<file path="config.mk">
export PLATFORM = sky130hd
export DESIGN_NAME = onehot_sequencer
export DESIGN_NICKNAME = d
export VERILOG_FILES = /design/src/rtl/onehot_pkg.sv /design/src/rtl/onehot_rotate.sv /design/src/rtl/onehot_sequencer.sv
export SDC_FILE = /design/constraint.sdc
export NUM_CORES = 1
export LEC_CHECK = 0
export ABC_CLOCK_PERIOD_IN_PS = 1320
export CELL_PAD_IN_SITES_DETAIL_PLACEMENT = 1
export CELL_PAD_IN_SITES_GLOBAL_PLACEMENT = 2
export CORE_UTILIZATION = 32
export DETAILED_ROUTE_END_ITERATION = 6
export PLACE_DENSITY_LB_ADDON = 0.15
export SETUP_SLACK_MARGIN = 0.05
export SLEW_MARGIN = 20
export SYNTH_ARGS = -nofsm -noshare
export SYNTH_HDL_FRONTEND = slang
export SYNTH_SLANG_ARGS = --single-unit
export TNS_END_PERCENT = 100
</file>
<file path="constraint.sdc">
create_clock -name clk -period 1.32 [get_ports clk]
set_input_delay 0.264 -clock clk [delete_from_list [all_inputs] [get_ports clk]]
set_output_delay 0.264 -clock clk [all_outputs]
set_load 0.01 [all_outputs]
</file>
<file path="src/rtl/onehot_pkg.sv">
// Shared types for the one-hot sequencer: command opcodes, output-stage states
// and rotation direction encoding.
package onehot_pkg;

  typedef enum logic [1:0] {
    OP_LOAD    = 2'b00,
    OP_STEP_L  = 2'b01,
    OP_STEP_R  = 2'b10,
    OP_CLR_ERR = 2'b11
  } cmd_op_e;

  typedef enum logic {
    ST_EMPTY = 1'b0,
    ST_FULL  = 1'b1
  } out_state_e;

  localparam logic DIR_LEFT  = 1'b0;
  localparam logic DIR_RIGHT = 1'b1;

  // Ops that always produce an output word when accepted (LOAD only when in range).
  function automatic logic op_is_step(input cmd_op_e op);
    return (op == OP_STEP_L) || (op == OP_STEP_R);
  endfunction

endpackage

</file>
<file path="src/rtl/onehot_rotate.sv">
// Combinational one-position rotate of a one-hot vector; wrap flags the bit
// that crossed the MSB/LSB boundary.
module onehot_rotate
  import onehot_pkg::*;
#(
  parameter int unsigned DATA_WIDTH = 32
) (
  input  logic [DATA_WIDTH-1:0] i_vec,
  input  logic                  i_dir,
  output logic [DATA_WIDTH-1:0] o_vec,
  output logic                  o_wrap
);

  always_comb begin
    o_vec  = i_vec;
    o_wrap = 1'b0;
    if (i_dir == DIR_RIGHT) begin
      o_vec  = {i_vec[0], i_vec[DATA_WIDTH-1:1]};
      o_wrap = i_vec[0];
    end else begin
      o_vec  = {i_vec[DATA_WIDTH-2:0], i_vec[DATA_WIDTH-1]};
      o_wrap = i_vec[DATA_WIDTH-1];
    end
  end

endmodule

</file>
<file path="src/rtl/onehot_sequencer.sv">
// One-hot position sequencer with a single-entry valid/ready output stage and
// a sticky out-of-range error flag.
module onehot_sequencer
  import onehot_pkg::*;
#(
  parameter int unsigned DATA_WIDTH = 32,
  parameter int unsigned IDX_W      = $clog2(DATA_WIDTH)
) (
  input  logic                  clk,
  input  logic                  reset,
  input  logic                  cmd_valid,
  output logic                  cmd_ready,
  input  logic [1:0]            cmd_op,
  input  logic [IDX_W-1:0]      cmd_idx,
  output logic [DATA_WIDTH-1:0] dout,
  output logic                  dout_wrap,
  output logic                  dout_valid,
  input  logic                  dout_ready,
  output logic                  err
);

  localparam int unsigned DW = DATA_WIDTH;

  out_state_e            r_state;
  out_state_e            w_state_nxt;
  logic [DATA_WIDTH-1:0] r_pos;
  logic [DATA_WIDTH-1:0] r_dout;
  logic                  r_wrap;
  logic                  r_err;

  cmd_op_e               w_op;
  logic                  w_accept;
  logic                  w_take;
  logic                  w_idx_ok;
  logic                  w_dir;
  logic [DATA_WIDTH-1:0] w_load_vec;
  logic [DATA_WIDTH-1:0] w_rot;
  logic                  w_rot_wrap;
  logic                  w_produce;
  logic [DATA_WIDTH-1:0] w_word;
  logic                  w_word_wrap;
  logic                  w_set_err;
  logic                  w_clr_err;

  assign w_op       = cmd_op_e'(cmd_op);
  assign cmd_ready  = (r_state == ST_EMPTY) | dout_ready;
  assign w_accept   = cmd_valid & cmd_ready;
  assign w_take     = (r_state == ST_FULL) & dout_ready;
  assign w_idx_ok   = 32'(cmd_idx) < DW;
  assign w_load_vec = DATA_WIDTH'(1) << cmd_idx;
  assign w_dir      = (w_op == OP_STEP_R) ? DIR_RIGHT : DIR_LEFT;

  onehot_rotate #(
    .DATA_WIDTH (DATA_WIDTH)
  ) u_rotate (
    .i_vec  (r_pos),
    .i_dir  (w_dir),
    .o_vec  (w_rot),
    .o_wrap (w_rot_wrap)
  );

  // Output-stage state register.
  always_ff @(posedge clk or posedge reset) begin
    if (reset) begin
      r_state <= ST_EMPTY;
    end else begin
      r_state <= w_state_nxt;
    end
  end

  // Next-state: a new word keeps the stage full even while the old one is taken.
  always_comb begin
    w_state_nxt = r_state;
    case (r_state)
      ST_EMPTY: if (w_produce)            w_state_nxt = ST_FULL;
      ST_FULL:  if (w_take && !w_produce) w_state_nxt = ST_EMPTY;
      default:                            w_state_nxt = ST_EMPTY;
    endcase
  end

  // Command decode: what an accepted command does to pos, the word and err.
  always_comb begin
    w_produce   = 1'b0;
    w_word      = r_pos;
    w_word_wrap = 1'b0;
    w_set_err   = 1'b0;
    w_clr_err   = 1'b0;
    if (w_accept) begin
      case (w_op)
        OP_LOAD: begin
          if (w_idx_ok) begin
            w_produce = 1'b1;
            w_word    = w_load_vec;
          end else begin
            w_set_err = 1'b1;
          end
        end
        OP_STEP_L, OP_STEP_R: begin
          w_produce   = op_is_step(w_op);
          w_word      = w_rot;
          w_word_wrap = w_rot_wrap;
        end
        OP_CLR_ERR: w_clr_err = 1'b1;
        default:    w_clr_err = 1'b0;
      endcase
    end
  end

  // Datapath: pos and the output word advance together; a stalled word holds.
  always_ff @(posedge clk or posedge reset) begin
    if (reset) begin
      r_pos  <= DATA_WIDTH'(1);
      r_dout <= '0;
      r_wrap <= 1'b0;
    end else if (w_produce) begin
      r_pos  <= w_word;
      r_dout <= w_word;
      r_wrap <= w_word_wrap;
    end
  end

  // Sticky error; clear takes priority.
  always_ff @(posedge clk or posedge reset) begin
    if (reset) begin
      r_err <= 1'b0;
    end else if (w_clr_err) begin
      r_err <= 1'b0;
    end else if (w_set_err) begin
      r_err <= 1'b1;
    end
  end

  assign dout       = r_dout;
  assign dout_wrap  = r_wrap;
  assign dout_valid = (r_state == ST_FULL);
  assign err        = r_err;

endmodule

</file>
==> flow_summary_export.csv <==
group,metric,value,unit
clock_tree,cts_root_buf,"clkbuf_8",
sta,rsz0062_at_grt,"yes",
placement,portBuffers,45,
power_and_ir_drop,cellPowerDensity,731.8,nW/µm²
logic_synthesis,synthesis.nets,222,
worst_setup_path,cp_max_fo,8,
hold_path,min_path_type,"in -> async",
sta,drv_slew,0,
logic_synthesis,ys.flop_type,"dfrtp_1",
grt,grt_start_max_net_pins,36,
routing,vias_per_cell,5.016,
power_and_ir_drop,p_switching,745.7,µW
sta,setup_viol,34,
job,drv_cap,0,
logic_synthesis,yosys.cell_types.count,25,
finish,multi_input_area,1491,µm²
floorplan,dieArea,8461,µm²
worst_setup_path,cp-end-kind,"register",
logic_synthesis,synth_area,2591,µm²
logic_synthesis,yosysMostFrequentCell,"buf_4",
sta,fin_ws,-0.2097,ns
logic_synthesis,synth.area.top_cells,"dfrtp_1, mux2_4, mux2_2",
floorplan,core_area,7767,µm²
clock_tree,cts_htree_levels,2,
power_and_ir_drop,clkPwrFrac,0.297,
power_and_ir_drop,internal-power,1.860,mW
grt,antenna_found_initial,0,
logic_synthesis,synth_area_per_cell,12.46,µm²
grt,grt.total_usage,0.1901,
routing,wl_per_cell,20.68,µm
finish,regArea,877.1,µm²
floorplan,placementRows,32,
worst_setup_path,arrival,1.70,ns
routing,drtAntennaViolNets,0,
finish,syn2layout_area_growth,37.42,%
clock_tree,cts_buffer_depth,2,
logic_synthesis,yosysTopAreaCellShare,0.3283,
clock_tree,insertion_delay,0.28,ns
grt,overflow,0,
power_and_ir_drop,finalPower,2.606,mW
sta,worst_clock_skew,0.005481,ns
logic_synthesis,synth-seq-cells,35,
grt,grt_pass1_wl,12140,µm
finish,fill_cells,819,
clock_tree,cts_tree,"yes",
power_and_ir_drop,p_sw_frac,0.2862,
routing,dr_total_vias,1826,
placement,gp_congestion,0.7234,
power_and_ir_drop,seqPwrFrac,0.436,
clock_tree,numCtsBuffers,5,
run_status,status,"finished, violations left",
logic_synthesis,syn_inst,208,
placement,dp_hpwl,4517,µm
finish,drive_gt1_frac,0.4962,
floorplan,fp.dieW,91.99,µm
logic_synthesis,synthArstFlopShare,1.000,
floorplan,io-pin-count,47,
floorplan,die_y,91.99,µm
power_and_ir_drop,p_leak,1.781,nW
routing,drt_iter0_drc,63,
logic_synthesis,synth.yosys.seq_area_share,0.3385,
sta,timing.fmax,653.7,MHz
routing,firstDrtPassIters,4,
logic_synthesis,ys_warn_count,0,
logic_synthesis,synth_common_cells,"buf_4, dfrtp_1, mux2_2, mux2_4, a22o_1",
finish,antenna_cells,0,
sta,tns,-5.701,ns
worst_setup_path,path_class,"reg -> reg",
finish,nets,275,
worst_setup_path,worst_ep_required_time,1.49,ns
routing,drcViolationCount,0,
sta,hold_slack,0.3321,ns
worst_setup_path,critPathLaunchType,"register",
grt,grt_pass1_vias,2059,
logic_synthesis,yosysTopAreaCell,"dfrtp_1",
floorplan,initial_core_util,0.3336,
power_and_ir_drop,combPwrFrac,0.267,
clock_tree,cts.sinks,35,
run_status,violations,"negative setup slack",
sta,finalHoldViolCount,0,
sta,fin_crit_sh,1.159,
power_and_ir_drop,ir_worst_vdd,0.3339,mV
logic_synthesis,synth_edf_count,0,
sta,fin_crit,1.530,ns
routing,wl,7529,µm
clock_tree,clk_pin_slew,0.07,ns
routing by layer:
layer | GRT usage | part of all wire | wire length, µm
met1 | 0.2568 | 0.47 | 3570
met4 | 0.03516 | 0.0092 | 69
met3 | 0.02488 | 0.028 | 211
met2 | 0.3259 | 0.49 | 3677
met5 | 0 | 0 | 0
layout make-up:
type / count / area share
flip-flops and latches: 35 / 0.2463
multi-input cells: 122 / 0.4188
repair buffers: 91 / 0.2691
inverters: 6 / 0.007027
clock inverters: 1 / 0.001405
well taps: 102 / 0.03584
clock buffers: 7 / 0.02143
power groups by stage:
stage / Clock (mW) / Sequential, mW / Combinational (mW)
6_report: 0.773 / 1.14 / 0.696
5_1_grt: 0.830 / 1.14 / 0.740
4_1_cts: 0.815 / 1.14 / 0.678
3_5_place_dp: 0 / 1.17 / 0.546
3_3_place_gp: 0 / 1.16 / 0.537
2_1_floorplan: 0 / 1.16 / 0.376
per-stage QoR:
step                      worst slack, ns  area, µm²  std cells    util
after detailed placement          -0.8087       3090        325  0.3979
after global routing              -0.2566       3561        364  0.4584
final                             -0.2097       3561        364  0.4584
after CTS                         -0.1929       3515        362  0.4525
after global placement            -0.7755       3090        325  0.3979
after floorplan                   -0.2416       2686        208       -
kinds of logic (layout without fill, tap and decap cells):
logic type / Yosys count / in the layout / synth area share
other: 1 / 1 / 0.001447
AO/OA/AOI/OAI: 33 / 33 / 0.1115
buffers and inverters: 51 / 105 / 0.1362
AND/OR/NAND/NOR: 18 / 18 / 0.06180
flip-flops: 35 / 35 / 0.3385
adder cells (fa/ha/maj): 3 / 3 / 0.01449
multiplexers: 67 / 67 / 0.3361
cells in the final DEF, fill, tap and decap left out, types with 3 or more instances in the layout:
cell / Yosys / routed
clkbuf_8: 0 / 5
nor2b_1: 3 / 3
and3b_1: 4 / 4
clkdlybuf4s15_1: 0 / 15
mux2_4: 32 / 60
a22o_1: 27 / 27
buf_16: 0 / 5
a32o_1: 4 / 4
dlygate4sd2_1: 0 / 25
mux2i_1: 3 / 3
buf_12: 0 / 6
buf_6: 4 / 5
dfrtp_1: 34 / 34
inv_1: 6 / 4
buf_4: 35 / 30
mux2_2: 32 / 4
worst paths after layout:
| path | startpoint | end | slack (ns) | cells after the start |
|---|---|---|---|---|
| hold reg to reg | r_pos[0] | r_pos[0] | 0.52 | 2 |
| min in group clk | cmd_valid | dout_valid | 0.43 | 3 |
| max in group asynchronous | reset | r_pos[0] | 0.74 | 3 |
| hold / removal | reset | r_pos[16] | 0.33 | 3 |
| setup reg to reg | dout_valid | r_pos[22] | -0.21 | 6 |
| setup / recovery | dout_valid | r_pos[22] | -0.21 | 6 |
state kept, by name (all words and copies together) (netlist names):
register,count
dout_wrap,1
dout,1
dout_valid,1
r_pos,32
worst max-delay path, stage by stage (launching register included):
cell,delay (ns)
dfrtp_1,0.41
nand2b_4,0.08
nor3b_4,0.22
buf_6,0.14
buf_6,0.11
buf_16,0.15
mux2_4,0.31
what timing repair did:
item | 4_1_cts | 5_1_grt
gates resized for setup | 87 | 8
setup buffers | 25 | 1
gates cloned | 5 | 1
endpoints found under the setup margin | 69 | 38
hold buffers | 0 | 0
pin swaps | 2 | 0
(Power assumes the default switching activity.)
